===== src/rtl/nexi_uart_pkg.sv =====
// Shared definitions for the UART receive path: byte width and RX controller state encoding.
package nexi_uart_pkg;

  localparam int UART_DATA_W = 8;

  typedef enum logic [1:0] {
    RX_IDLE    = 2'd0,
    RX_CAPTURE = 2'd1,
    RX_ACK     = 2'd2,
    RX_ERR     = 2'd3
  } rx_state_e;

endpackage


===== src/rtl/nexi_sync_fifo.sv =====
// Single-clock FIFO with exact occupancy; push and pop in the same cycle are both honoured,
// including at full. Depth must be a power of two (>= 2).
module nexi_sync_fifo #(
  parameter int DATA_W = 8,
  parameter int DEPTH  = 8
) (
  input  logic                     clk,
  input  logic                     rst,
  input  logic                     push_i,
  input  logic [DATA_W-1:0]        wdata_i,
  input  logic                     pop_i,
  output logic [DATA_W-1:0]        rdata_o,
  output logic                     full_o,
  output logic                     empty_o,
  output logic [$clog2(DEPTH):0]   level_o
);

  localparam int AW = $clog2(DEPTH);
  localparam logic [AW:0] LVL_FULL = (AW+1)'(DEPTH);

  logic [DATA_W-1:0] mem_q [DEPTH];
  logic [AW-1:0]     wr_ptr_q, wr_ptr_d;
  logic [AW-1:0]     rd_ptr_q, rd_ptr_d;
  logic [AW:0]       level_q, level_d;
  logic              do_push, do_pop;

  assign empty_o = (level_q == '0);
  assign full_o  = (level_q == LVL_FULL);
  assign level_o = level_q;
  assign rdata_o = mem_q[rd_ptr_q];

  // A pop at full frees the slot the concurrent push needs.
  assign do_pop  = pop_i & ~empty_o;
  assign do_push = push_i & (~full_o | do_pop);

  always_comb begin
    wr_ptr_d = wr_ptr_q;
    rd_ptr_d = rd_ptr_q;
    level_d  = level_q;
    if (do_push) wr_ptr_d = wr_ptr_q + 1'b1;
    if (do_pop)  rd_ptr_d = rd_ptr_q + 1'b1;
    case ({do_push, do_pop})
      2'b10:   level_d = level_q + 1'b1;
      2'b01:   level_d = level_q - 1'b1;
      default: level_d = level_q;
    endcase
  end

  always_ff @(posedge clk) begin
    if (rst) begin
      wr_ptr_q <= '0;
      rd_ptr_q <= '0;
      level_q  <= '0;
    end else begin
      wr_ptr_q <= wr_ptr_d;
      rd_ptr_q <= rd_ptr_d;
      level_q  <= level_d;
    end
  end

  always_ff @(posedge clk) begin
    if (do_push) mem_q[wr_ptr_q] <= wdata_i;
  end

endmodule


===== src/rtl/nexi_uart_rx_ctrl.sv =====
// UART RX controller: four-phase data_ready/read_ack handshake with the RX core, drains bytes into
// a FIFO exposed as a valid/ready stream. Optional byte/drop counters under NEXI_UART_RX_CTRL_STATS_EN.
module nexi_uart_rx_ctrl
  import nexi_uart_pkg::*;
#(
  parameter int FIFO_DEPTH  = 8,
  parameter int IRQ_THRESH  = 1,
  parameter int ACK_TIMEOUT = 1024
) (
  input  logic                         clk,
  input  logic                         rst,
  input  logic                         enable,
  input  logic [UART_DATA_W-1:0]       rx_data,
  input  logic                         rx_data_ready,
  output logic                         rx_read_ack,
  output logic [UART_DATA_W-1:0]       out_data,
  output logic                         out_valid,
  input  logic                         out_ready,
  output logic [$clog2(FIFO_DEPTH):0]  fifo_level,
  output logic                         overrun,
  output logic                         ack_err,
  input  logic                         clr_status,
  output logic                         irq
`ifdef NEXI_UART_RX_CTRL_STATS_EN
  ,
  output logic [15:0]                  stat_rx_cnt,
  output logic [15:0]                  stat_drop_cnt
`endif
);

  localparam int LW = $clog2(FIFO_DEPTH) + 1;
  localparam int CW = $clog2(ACK_TIMEOUT) + 1;
  localparam logic [CW-1:0] CNT_LAST = CW'(ACK_TIMEOUT - 1);
  localparam logic [LW-1:0] IRQ_LVL  = LW'(IRQ_THRESH);

  rx_state_e     state_q, state_d;
  logic [CW-1:0] cnt_q, cnt_d;
  logic          dr_meta_q, dr_s_q;
  logic          ack_q;
  logic          overrun_q, overrun_d;
  logic          ack_err_q, ack_err_d;
  logic          capture, err_set, pop, drop, fifo_full, fifo_empty;

  always_ff @(posedge clk) begin
    if (rst) begin
      dr_meta_q <= 1'b0;
      dr_s_q    <= 1'b0;
    end else begin
      dr_meta_q <= rx_data_ready;
      dr_s_q    <= dr_meta_q;
    end
  end

  always_comb begin
    state_d = state_q;
    cnt_d   = cnt_q;
    capture = 1'b0;
    err_set = 1'b0;
    case (state_q)
      RX_IDLE: begin
        if (enable & dr_s_q) state_d = RX_CAPTURE;
      end
      RX_CAPTURE: begin
        capture = 1'b1;
        cnt_d   = '0;
        state_d = RX_ACK;
      end
      RX_ACK: begin
        cnt_d = cnt_q + 1'b1;
        if (!dr_s_q) begin
          state_d = RX_IDLE;
        end else if (cnt_q == CNT_LAST) begin
          state_d = RX_ERR;
          err_set = 1'b1;
        end
      end
      RX_ERR: begin
        if (!dr_s_q) state_d = RX_IDLE;
      end
      default: state_d = RX_IDLE;
    endcase
  end

  always_ff @(posedge clk) begin
    if (rst) begin
      state_q <= RX_IDLE;
      cnt_q   <= '0;
      ack_q   <= 1'b0;
    end else begin
      state_q <= state_d;
      cnt_q   <= cnt_d;
      ack_q   <= (state_d == RX_ACK);
    end
  end

  assign rx_read_ack = ack_q;

  assign pop  = out_ready & ~fifo_empty;
  assign drop = capture & fifo_full & ~pop;

  // A set event in the same cycle as clr_status keeps the flag set.
  assign overrun_d = (overrun_q & ~clr_status) | drop;
  assign ack_err_d = (ack_err_q & ~clr_status) | err_set;

  always_ff @(posedge clk) begin
    if (rst) begin
      overrun_q <= 1'b0;
      ack_err_q <= 1'b0;
    end else begin
      overrun_q <= overrun_d;
      ack_err_q <= ack_err_d;
    end
  end

  nexi_sync_fifo #(
    .DATA_W (UART_DATA_W),
    .DEPTH  (FIFO_DEPTH)
  ) u_fifo (
    .clk     (clk),
    .rst     (rst),
    .push_i  (capture),
    .wdata_i (rx_data),
    .pop_i   (pop),
    .rdata_o (out_data),
    .full_o  (fifo_full),
    .empty_o (fifo_empty),
    .level_o (fifo_level)
  );

  assign out_valid = ~fifo_empty;
  assign overrun   = overrun_q;
  assign ack_err   = ack_err_q;
  assign irq       = (fifo_level >= IRQ_LVL) | overrun_q | ack_err_q;

`ifdef NEXI_UART_RX_CTRL_STATS_EN
  logic [15:0] rx_cnt_q, drop_cnt_q;

  function automatic logic [15:0] stat_next(input logic [15:0] cur, input logic clr,
                                            input logic inc);
    logic [15:0] base;
    base = clr ? 16'd0 : cur;
    return (inc && (base != 16'hFFFF)) ? base + 16'd1 : base;
  endfunction

  always_ff @(posedge clk) begin
    if (rst) begin
      rx_cnt_q   <= '0;
      drop_cnt_q <= '0;
    end else begin
      rx_cnt_q   <= stat_next(rx_cnt_q, clr_status, capture & ~drop);
      drop_cnt_q <= stat_next(drop_cnt_q, clr_status, drop);
    end
  end

  assign stat_rx_cnt   = rx_cnt_q;
  assign stat_drop_cnt = drop_cnt_q;
`endif

endmodule

===== config.mk =====
export PLATFORM = sky130hd
export DESIGN_NAME = nexi_uart_rx_ctrl
export DESIGN_NICKNAME = d
export VERILOG_FILES = /design/src/rtl/nexi_uart_pkg.sv /design/src/rtl/nexi_sync_fifo.sv /design/src/rtl/nexi_uart_rx_ctrl.sv
export SDC_FILE = /design/constraint.sdc
export NUM_CORES = 1
export LEC_CHECK = 0
export BUFFER_PORTS_ARGS = -buffer_cell sky130_fd_sc_hd__buf_4
export CAP_MARGIN = 20
export CORE_MARGIN = 1
export CORE_UTILIZATION = 42
export DETAILED_ROUTE_END_ITERATION = 12
export PLACE_DENSITY = 0.67
export SLEW_MARGIN = 20
export SYNTH_ARGS = -nofsm -noshare
export SYNTH_HDL_FRONTEND = slang
export SYNTH_HIERARCHICAL = 1
export SYNTH_SLANG_ARGS = --single-unit

===== constraint.sdc =====
create_clock -name clk -period 2.9 [get_ports clk]
set_input_delay 0.145 -clock clk [delete_from_list [all_inputs] [get_ports clk]]
set_output_delay 0.145 -clock clk [all_outputs]
set_load 0.1 [all_outputs]

After elaboration in Yosys (flattened, before gate mapping)
Memory sizes are Yosys's and may differ from the RTL's. A register that Yosys moved wholly into a read port is not among the register bits. Cells that the tools add are included.

Bits in read-only memories: 0. Input bits: 14. Bits in registers: 28. Output and inout port bits: 17. Latch bits: 0. Bits in writable memories: 64. Memories kept: 1. Logic and storage cells: 61.

$lt $le $gt $ge: 1. Add/subtract/negate cells: 5. Reductions and logical operators: 4. $mul: 0. Muxes and demuxes: 15. Div/mod/pow operators: 0. Shifts and indexed selects: 0. Eq/ne operators: 8. Bitwise gates (word level): 17.

Memories: u_fifo.mem_q (depth 8, width 8, rd ports 1, clocked after memory_dff 1, write ports 1, RTL line nexi_sync_fifo.sv:21) `logic [DATA_W-1:0] mem_q [DEPTH];`.

Operators by type and width (count): $pmux W11 S2 (1); $add A11 B1 Y11 const B (1); $eq A11 B10 Y1 const B (1); $and A1 B1 Y1 (8); $eq A2 B2 Y1 const B (4); $mux W2 (4); $pmux W2 S4 (1); $pmux W4 S2 (1); $add A3 B1 Y3 const B (2); $mux W1 (6); $mux W3 (2); $or A1 B1 Y1 (5); $add A4 B1 Y4 const B (1); $eq A2 B1 Y1 const B (2); $eq A4 B4 Y1 const B (1); $ge A4 B1 Y1 const B (1); $logic_not A4 Y1 (1); $not A1 Y1 (4); $reduce_bool A2 Y1 (2); $sub A4 B1 Y4 const B (1); $logic_not A2 Y1 (1).

Depth between registers and ports, before layout
Gate-level depths: netlist (run 1).

Depth in word-level cells: 8. Depth in mapped cells: 11. Gate-level depth less buffers: 10.

Hierarchy
The synthesis (run 1) kept the hierarchy.

By module, submodules not included: nexi_sync_fifo (area an instance 3075.4 µm², sequential area each 2182.1 µm², cells an instance 166, instances 1); nexi_uart_rx_ctrl (area an instance 870.8 µm², sequential area each 360.3 µm², cells an instance 95, instances 1).

Worst setup path after synthesis (run 1)
OpenSTA, ideal clock, no wires.

Path type: register to register. From: reg u_fifo.level_q[1] (netlist: u_fifo/level_o[1]). To: reg u_fifo.level_q[2] (netlist: u_fifo/level_o[2]). Setup slack: -0.260 ns. Arrival time: 3.089 ns. Clock period less this slack: 3.160 ns. Setup time: 0.071 ns. Buffers on the path: 1. Cell stages (with the launch flop): 12. Required time: 2.829 ns. Path through: dfxtp_1 > buf_6 > nor4_1 > nor2b_1 > o41a_1 > ha_1 > xor2_1 > ha_1 > a21oi_1 > xor2_1 > or3_1 > a21oi_1.

Cells in the longest elaborated chain, start to end: 8. Elaborated cells between the ends (all ways): 14. Classes of those cells: add/sub (2); eq/ne (3); mux (1); bitwise (6); reduce/logical (2).

Ends and longest elaborated chain: start: declaration (RTL line nexi_sync_fifo.sv:24) `logic [AW:0] level_q, level_d;`; start signal: assignment (RTL line nexi_sync_fifo.sv:57) `level_q <= level_d;`; $logic_not A4 Y1 * (RTL line nexi_sync_fifo.sv:27) `assign empty_o = (level_q == '0);`; via fifo_empty (RTL line nexi_uart_rx_ctrl.sv:42) `logic capture, err_set, pop, drop, fifo_full, fifo_empty;`; $not A1 Y1 * (RTL line nexi_uart_rx_ctrl.sv:98) `assign pop = out_ready & ~fifo_empty;`; $and A1 B1 Y1 * (RTL line nexi_uart_rx_ctrl.sv:98); via pop (RTL line nexi_uart_rx_ctrl.sv:42); $and A1 B1 Y1 * (RTL line nexi_sync_fifo.sv:33) `assign do_pop = pop_i & ~empty_o;`; via u_fifo.do_pop (RTL line nexi_sync_fifo.sv:25) `logic do_push, do_pop;`; $or A1 B1 Y1 (RTL line nexi_sync_fifo.sv:34) `assign do_push = push_i & (~full_o | do_pop);`; $and A1 B1 Y1 (RTL line nexi_sync_fifo.sv:34); $eq A2 B1 Y1 / $eq A2 B2 Y1 (equally long branches) (RTL line nexi_sync_fifo.sv:42) `case ({do_push, do_pop})`; $pmux W4 S2 / $reduce_bool A2 Y1 (equally long branches).

Mark *: on every way through the listed nets, which the timed path passes. The rest lies on a longest branch. A chain may end at the register's enable or synchronous reset.

Worst setup path after layout (run 1)
From: reg u_fifo.level_q[1] (netlist: u_fifo/level_o[1]). To: reg u_fifo.level_q[2] (netlist: u_fifo/level_o[2]).

Cells in the longest elaborated chain, start to end: 8. Elaborated cells between the ends (all ways): 14. Classes of those cells: add/sub (2); eq/ne (3); mux (1); bitwise (6); reduce/logical (2).

Ends and longest elaborated chain (RTL line): $logic_not A4 Y1 (nexi_sync_fifo.sv:27); $not A1 Y1 (nexi_sync_fifo.sv:33, nexi_uart_rx_ctrl.sv:98); $and A1 B1 Y1 (nexi_uart_rx_ctrl.sv:98); $and A1 B1 Y1 (nexi_sync_fifo.sv:33); $or A1 B1 Y1 (nexi_sync_fifo.sv:34); $and A1 B1 Y1 (nexi_sync_fifo.sv:34); $eq A2 B1 Y1 / $eq A2 B2 Y1 (equally long branches) (nexi_sync_fifo.sv:42); $pmux W4 S2 / $reduce_bool A2 Y1 (equally long branches).

Parallel ways exist; a longest one is shown, timed or not.

==> results of run 1 <==
[power breakdown]
part	total [uW]	switching, uW	leakage [uW]	internal, uW
Clock	822	489	0.0000953	332
Combinational	116	76.8	0.000665	38.7
Sequential	1460	7.30	0.000828	1450
[per-stage QoR]
stage	total power (uW)	hold WS (ns)	instance area (sq um)	worst slack, ns	cells
finish	2390	0.0132	4590	0.249	424
global route	2480	0.00112	4590	0.0115	424
CTS	2420	0.00110	4580	0.205	423
detailed placement	1600	0.363	4360	0.264	404
global placement	1600	0.359	4360	0.368	404
floorplan	1560	0.217	3950	0.0934	261
[critical path: stages (launching register included)]
cell and delay [ns]:
dfxtp_2 0.38, or4b_4 0.58, o21ai_4 0.29, ha_1 0.34, xor2_1 0.17, ha_1 0.16, a21oi_1 0.05, xor2_1 0.16
or3_1 0.31, a21oi_1 0.15
[path summary, 6_finish.rpt]
path | startpoint | endpoint | slack, ns | cells past startpoint
worst max-delay path | u_fifo/level_o[1]$_SDFFE_PP0P_ | u_fifo/level_o[2]$_SDFFE_PP0P_ | 0.25 | 9
worst min-delay path | rx_data[7] | u_fifo/mem_q[0][7]$_DFFE_PP_ | 0.01 | 1
worst max register to register | u_fifo/level_o[1]$_SDFFE_PP0P_ | u_fifo/level_o[2]$_SDFFE_PP0P_ | 0.25 | 9
worst min register to register | dr_meta_q$_SDFF_PP0_ | dr_s_q$_SDFF_PP0_ | 0.47 | 1
[layer usage]
| layer | track usage (%) | up-vias | wire length [um] |
|---|---|---|---|
| met1 | 19.2 | 1108 | 3200 |
| li1 | - | 1089 | - |
| met5 | 0 | - | 0 |
| met2 | 24.6 | 44 | 3290 |
| met4 | 3.67 | 0 | 38 |
| met3 | 4.75 | 6 | 242 |
[flip-flops by register name (all words and copies together) (netlist names), named ones only]
register,flops
rx_read_ack,1
u_fifo/rd_ptr_q,3
ack_err,1
u_fifo/level_o,4
dr_meta_q,1
overrun,1
state_q,2
u_fifo/wr_ptr_q,3
cnt_q,11
dr_s_q,1
u_fifo/mem_q,64
[placed cells by master, fill, tap and decap left out, types with 2 or more instances in the layout]
| master | n |
|---|---|
| o21a_1 | 2 |
| mux2_2 | 9 |
| mux4_2 | 16 |
| clkbuf_8 | 9 |
| nor3_1 | 4 |
| or3_1 | 3 |
| dfxtp_2 | 4 |
| edfxtp_1 | 64 |
| mux2i_1 | 6 |
| or4_1 | 3 |
| ha_1 | 10 |
| xnor2_1 | 4 |
| nand3_1 | 4 |
| o21ai_0 | 3 |
| nor2_1 | 20 |
| inv_6 | 3 |
| buf_4 | 40 |
| o211ai_1 | 4 |
| xor2_1 | 7 |
| nand4_4 | 2 |
| dfxtp_1 | 27 |
| dlygate4sd3_1 | 4 |
| inv_1 | 11 |
| nand3b_1 | 2 |
| nand2b_1 | 3 |
| a21oi_1 | 9 |
| nand2_1 | 8 |
| nor2b_1 | 5 |
| o31ai_1 | 3 |
| nor4_1 | 6 |
[kinds of logic after synthesis]
logic type | after synthesis | synth area share (%)
flip-flops | 95 | 64.4
AND/OR/NAND/NOR | 69 | 10.2
multiplexers | 31 | 13.2
AO/OA/AOI/OAI | 26 | 4.44
buffers and inverters | 19 | 2.09
XOR/XNOR | 11 | 2.44
adder cells (fa/ha/maj) | 10 | 3.17
[timing repair]
| item | in CTS | in global routing |
|---|---|---|
| hold endpoints to repair | 13 | 4 |
| buffers inserted | 0 | 0 |
| hold buffers | 3 | 1 |
| setup endpoints to repair | 0 | 0 |
[area by class of cell]
cell class / instances / area, sq um
clock inverters: 7 / 66.3
multi-input cells: 147 / 1330
clock buffers: 9 / 124
fillers: 740 / 4570
inverters: 11 / 41.3
well taps: 111 / 139
flip-flops and latches: 95 / 2550
repair buffers: 44 / 340
==> results.md, run 1 <==
* Post-synth top area share at 48.7%
* Setup TNS at 0 ns
* RSZ-0062 raised after global routing: false
* Die height at 98.9 um
* Crit path time final at between 2 and 3 ns
* Pwr dens at 522 mW/mm^2
* Die width at 98.9 um
* HP Class: in2reg
* Synth cell count leaders: edfxtp_1 (64), dfxtp_1 (31), nor2_1 (20), mux4_2 (16), inv_1 (11)
* Mapped Nets at about 290
* Clock Tree Root: clkbuf_8
* Share of cells above drive strength 1 at between 20% and 30%
* Status: completed
* IO Port Bufs at 30
* Initial antenna violation count at 0
* WP data required at approximately 3.2 ns
* Syn Area/Cell at 15.1 sq um
* Core area at 0.00915 sq mm
* Startpoint types: flop
* Post-synth EDFFs at 64
* Largest net degree at the start of global routing at 19
* Sequential cell area fraction in the yosys report at 64.4%
* Cell count after synthesis at roughly 260
* Pleak at 0.00159 uW
* Yosys cell types at 42
* PostCTS Resize Cnt at 0
* Post-route DRC at 0
* Yosys reg bits at 95
* Nets at 332
* Clock slew at reported path FFs at around 0.09 ns
* Max cap viols at 0
* CTS tree: done
* Sinks on Clock Net at 95
* Top cells by area, synth: edfxtp_1 (49%), dfxtp_1 (16%), mux4_2 (9.1%)
* Asr flop ratio synth at 0%
* Detailed Route Iter0 Violations at 81
* Mapped Area at 0.00395 sq mm
* CP Max Fanout at 10
* Area Growth Syn to Fin at 16.2%
* Placer's final routability congestion estimate at roughly 0.72
* Initial core utilization at a little over two fifths
* First-pass GRT wire length at around 11 mm
* Most used flip-flop cell after synthesis: edfxtp_1
* Fin crit share at about nine tenths
* GRT Total Usage at 14.9%
* DP Wirelength at approximately 4.4 mm
* Clk_skew at between 0.008 and 0.009 ns
* Cell taking the most area after synthesis: edfxtp_1
* Routed Antenna Nets at 0
* Drt first pass iters at 4
* Worst EP arrival at 2.94 ns
* Worst slew margin at 53.2%
* Htree depth at 3
* Drt via density at 5.30
* IO Count at 31
* Clock buffer depth at 2
* Synth warn at 6
* Final setup fails at 0
* Global route overflow at 0
* Final core utilization at 50.1%
* CTS buffer count at 9
* Final Max Slew Viols at 0
* WL per Instance at 16.0 um
* Rows at 35
* Hold Vio Cnt, Final at 0
* VDD IR max at 358 uV
* Final WL at 6.77 mm
* CP Capture Type: flop
* Vias in the first global route at 2182
* Worst-Margin Slew at 0.697 ns
* # diodes at 0
* Clock Latency Late Sink at 0.36 ns
* Die area at ~0.01 sq mm
* Count leader, synth: edfxtp_1
* Crit Path Category: reg2reg
* Fmax at 377 MHz
* Via count at 2247
Note: power is estimated with default switching activity, not from simulation.
==> run 2, diff against run 1 <==
--- a/config.mk
+++ b/config.mk
@@ -5,6 +5,7 @@
 export SDC_FILE = /design/constraint.sdc
 export NUM_CORES = 1
 export LEC_CHECK = 0
+export ABC_AREA = 1
 export BUFFER_PORTS_ARGS = -buffer_cell sky130_fd_sc_hd__buf_4
 export CAP_MARGIN = 20
 export CORE_MARGIN = 1
==> run 2 against run 1 <==
  * Core utilization rose by 0.20 points
  * Sequential share of layout area decreased by 1.6 points
  * Combinational power grew to 5.3 times the previous value
  * Die area grew 4.2%
  * Sequential power up 3%
  * Synthesized area rose by 4.3%
  * Maximum frequency rose by 17%
  * Critical path type unchanged
  * Largest cell class unchanged
==> results.md, run 2 <==
* Fmax at 442 MHz (+17%)
* Final worst setup slack at 0.638 ns (+0.390 ns)
* Most used flip-flop cell after synthesis: edfxtp_1
* Detailed Route Iter0 Violations at 86 (+6.2%)
* Max cap viols at 0 (unchanged)
* Crit Path Category: reg2reg
* Worst EP arrival at 2.51 ns (-0.43 ns)
* Crit path time final at 2.26 ns (-0.390 ns)
* Wire length on met2 at 3.52 mm (+7.1%)
* DP Wirelength at 4.93 mm (+11%)
* Worst-Margin Slew at 0.760 ns (+0.0630 ns)
* Hold Vio Cnt, Final at 0 (unchanged)
* Mapped Nets at 427 (+50%)
* Vias in the first global route at 2657 (+22%)
* Dpl cells at 560 (+39%)
* Commonest non-fill, non-tap cell in the layout: nor2_1
* First-pass GRT wire length at 12.1 mm (+11%)
* Final cell count without fillers at 579 (+37%)
* Largest delay contributor family on the critical path: simple AND/OR/NAND/NOR gates
* CP max stage delay at 0.47 ns (-0.11 ns)
* Core area at 0.00937 sq mm (+2.4%)
* Power Internal at 1980 uW (+8.9%)
* CP Max Fanout at 10 (unchanged)
* Pre-CTS WS at 0.663 ns (+0.399 ns)
* Die area at 0.0102 sq mm (+4.2%)
* Placer's final routability congestion estimate at 0.738 (+3.1%)
* Worst slew margin at 49.2% (-4.1 points)
* VDD IR max at 451 uV (+26%)
* Htree depth at 3 (unchanged)
* Initial antenna violation count at 0 (unchanged)
* CP Capture Type: flop
* Asr flop ratio synth at 0% (unchanged)
* Met1 Wirelength at 3.32 mm (+3.7%)
* Fin crit share at 78.0% (-13 points)
* Worst hold path depth at 1 (unchanged)
* Pleak at 0.00177 uW (+11%)
* Share of cells above drive strength 1 at 16.2% (-13 points)
* Switch share at 31.5% (+7.6 points)
* Cell taking the most area after synthesis: edfxtp_1
* Seq pwr share at 51.7% (-9.2 points)
* Slowest CP cell: dfxtp_1
* Startpoint types: flop
* Sequential cell area fraction in the yosys report at 61.8% (-2.6 points)
* Routed Antenna Nets at 0 (unchanged)
* Crit path depth at 16 (+7)
* Setup TNS at 0 ns (unchanged)
* Clock buffer depth at 2 (unchanged)
* CTS tree: done
* Synth warn at 6 (unchanged)
* Final core utilization at 50.3% (+0.20 points)
* Sinks on Clock Net at 95 (unchanged)
* Clock Tree Root: clkbuf_8
* Global route overflow at 0 (unchanged)
* WL per Instance at 12.7 um (-21%)
* Rows at 35 (unchanged)
* Yosys cell types at 33 (-21%)
* Top cells by area, synth: edfxtp_1 (47%), dfxtp_1 (15%), nor2_1 (6.3%)
* Post-synth EDFFs at 64 (unchanged)
* Detail Route met3 WL at 430 um (+78%)
* Post-route DRC at 0 (unchanged)
* Area Growth Syn to Fin at 14.6%
* Drt first pass iters at 4 (unchanged)
* HP Class: in2reg
* R2R depth at 16 (+7)
* Synth cell count leaders: nor2_1 (69), edfxtp_1 (64), nand2_1 (62), inv_1 (34), o21ai_0 (32)
* Sw power at 912 uW (+59%)
* Final WL at 7.34 mm (+8.5%)
* Most frequent cells in the layout: nor2_1 (69), edfxtp_1 (64), nand2_1 (62)
* Highest Signal Layer: met4
* Yosys reg bits at 95 (unchanged)
* WP data required at 3.14 ns (-0.05 ns)
* Max reg flops at 64 (unchanged)
* Worst path buffer plus inverter count at 4 (+4)
* Most flops, register: u_fifo/mem_q
* Most Frequent Cell on Critical Path: inv_1
* GRT Total Usage at 15.7% (+0.78 points)
* Clk pwr share at 27.1% (-7.2 points)
* Via count at 2797 (+24%)
* Die height at 101 um (+2.1%)
* Mapped Area at 0.00412 sq mm (+4.3%)
* RSZ-0062 raised after global routing: false
* Clk_skew at 0.00683 ns (-0.00201 ns)
* CTS buffer count at 9 (unchanged)
* Clock Latency Late Sink at 0.35 ns (about the same)
* Die width at 101 um (+2.1%)
* Initial core utilization at 43.9% (+0.79 points)
* Largest net degree at the start of global routing at 33 (+14)
* Count leader, synth: nor2_1
* Syn Area/Cell at 10.2 sq um (-32%)
* Clock slew at reported path FFs at 0.08 ns (about the same)
* Drt via density at 4.83 (-8.8%)
* IO Port Bufs at 30 (unchanged)
* IO Count at 31 (unchanged)
* Post-synth top area share at 46.7% (-2.0 points)
* Nets at 469 (+41%)
* # diodes at 0 (unchanged)
* Setup bufs post-CTS at 0 (unchanged)
* Pwr dens at 614 mW/mm^2 (+18%)
* Final Max Slew Viols at 0 (unchanged)
* Combinational share of power at 21.2% (+16 points)
* Final setup fails at 0 (unchanged)
* Status: completed
* Critical path cell sequence: nor2_2, nand3_1, inv_1, nor2_1, inv_1, nand2_4, nand2_8, ha_1, nand2_1, inv_1, nor2_1, ha_1, a21oi_1, xnor2_1, o21ai_0, inv_1
* Cell count after synthesis at 403 (+54%)
==> run 2: cell types whose count changed after synthesis, sizes merged, moves of 6 or more <==
cell	change
nand3	+6
nand2	+62
o21ai	+38
nor2	+54
o22ai	+7
inv	+27
mux2	-9
nor4	-6
mux4	-16
a21oi	+7
==> run 2: power groups by stage <==
stage	logic, uW	registers, uW	clock network, uW
2_1_floorplan	427	1580	0
3_3_place_gp	608	1530	0
3_5_place_dp	611	1530	0
4_1_cts	615	1500	816
5_1_grt	662	1500	866
6_report	614	1500	784
==> run 2: stage by stage <==
| stage | instance area (sq um) | total power, uW | hold slack, ns |
|---|---|---|---|
| after floorplan | 4120 | 2010 | 0.207 |
| after global placement | 4500 | 2130 | 0.350 |
| after detailed placement | 4500 | 2140 | 0.379 |
| after CTS | 4690 | 2930 | 0.000439 |
| after global routing | 4710 | 3030 | 0.00125 |
| final | 4710 | 2890 | 0.0269 |
==> run 2: worst paths after layout <==
kind                                       start                             end  slack (ns)
hold reg to reg             dr_meta_q$_SDFF_PP0_               dr_s_q$_SDFF_PP0_        0.41
hold / removal                        rx_data[0]    u_fifo/mem_q[7][0]$_DFFE_PP_        0.03
setup reg to reg  u_fifo/level_o[1]$_SDFFE_PP0P_  u_fifo/level_o[2]$_SDFFE_PP0P_        0.64
setup / recovery  u_fifo/level_o[1]$_SDFFE_PP0P_  u_fifo/level_o[2]$_SDFFE_PP0P_        0.64
==> run 2: cell type report <==
cell class | count | area [sq um]
Sequential cell | 95 | 2540
Multi-Input combinational cell | 260 | 1370
Inverter | 38 | 143
Timing Repair Buffer | 41 | 315
Tap cell | 129 | 161
Clock buffer | 12 | 156
Fill cell | 869 | 4660
Clock inverter | 4 | 27.5
==> run 2: cells by family after synthesis <==
group | after synthesis | synth area share, %
AND/OR/NAND/NOR | 167 | 17.8
multiplexers | 8 | 1.95
adder cells (fa/ha/maj) | 10 | 3.04
buffers and inverters | 48 | 4.99
flip-flops | 95 | 61.8
AO/OA/AOI/OAI | 69 | 9.12
XOR/XNOR | 6 | 1.28
==> run 2: repair_timing <==
item | in CTS | in global routing
resized for setup | 0 | 0
hold buffers | 1 | 2
endpoints found under the hold margin | 1 | 12
==> run 2: per-layer routing <==
metal	track usage [%]	vias up
li1	-	1442
met5	0	-
met2	26.8	67
met3	5.20	4
met1	18.6	1284
met4	5.24	0
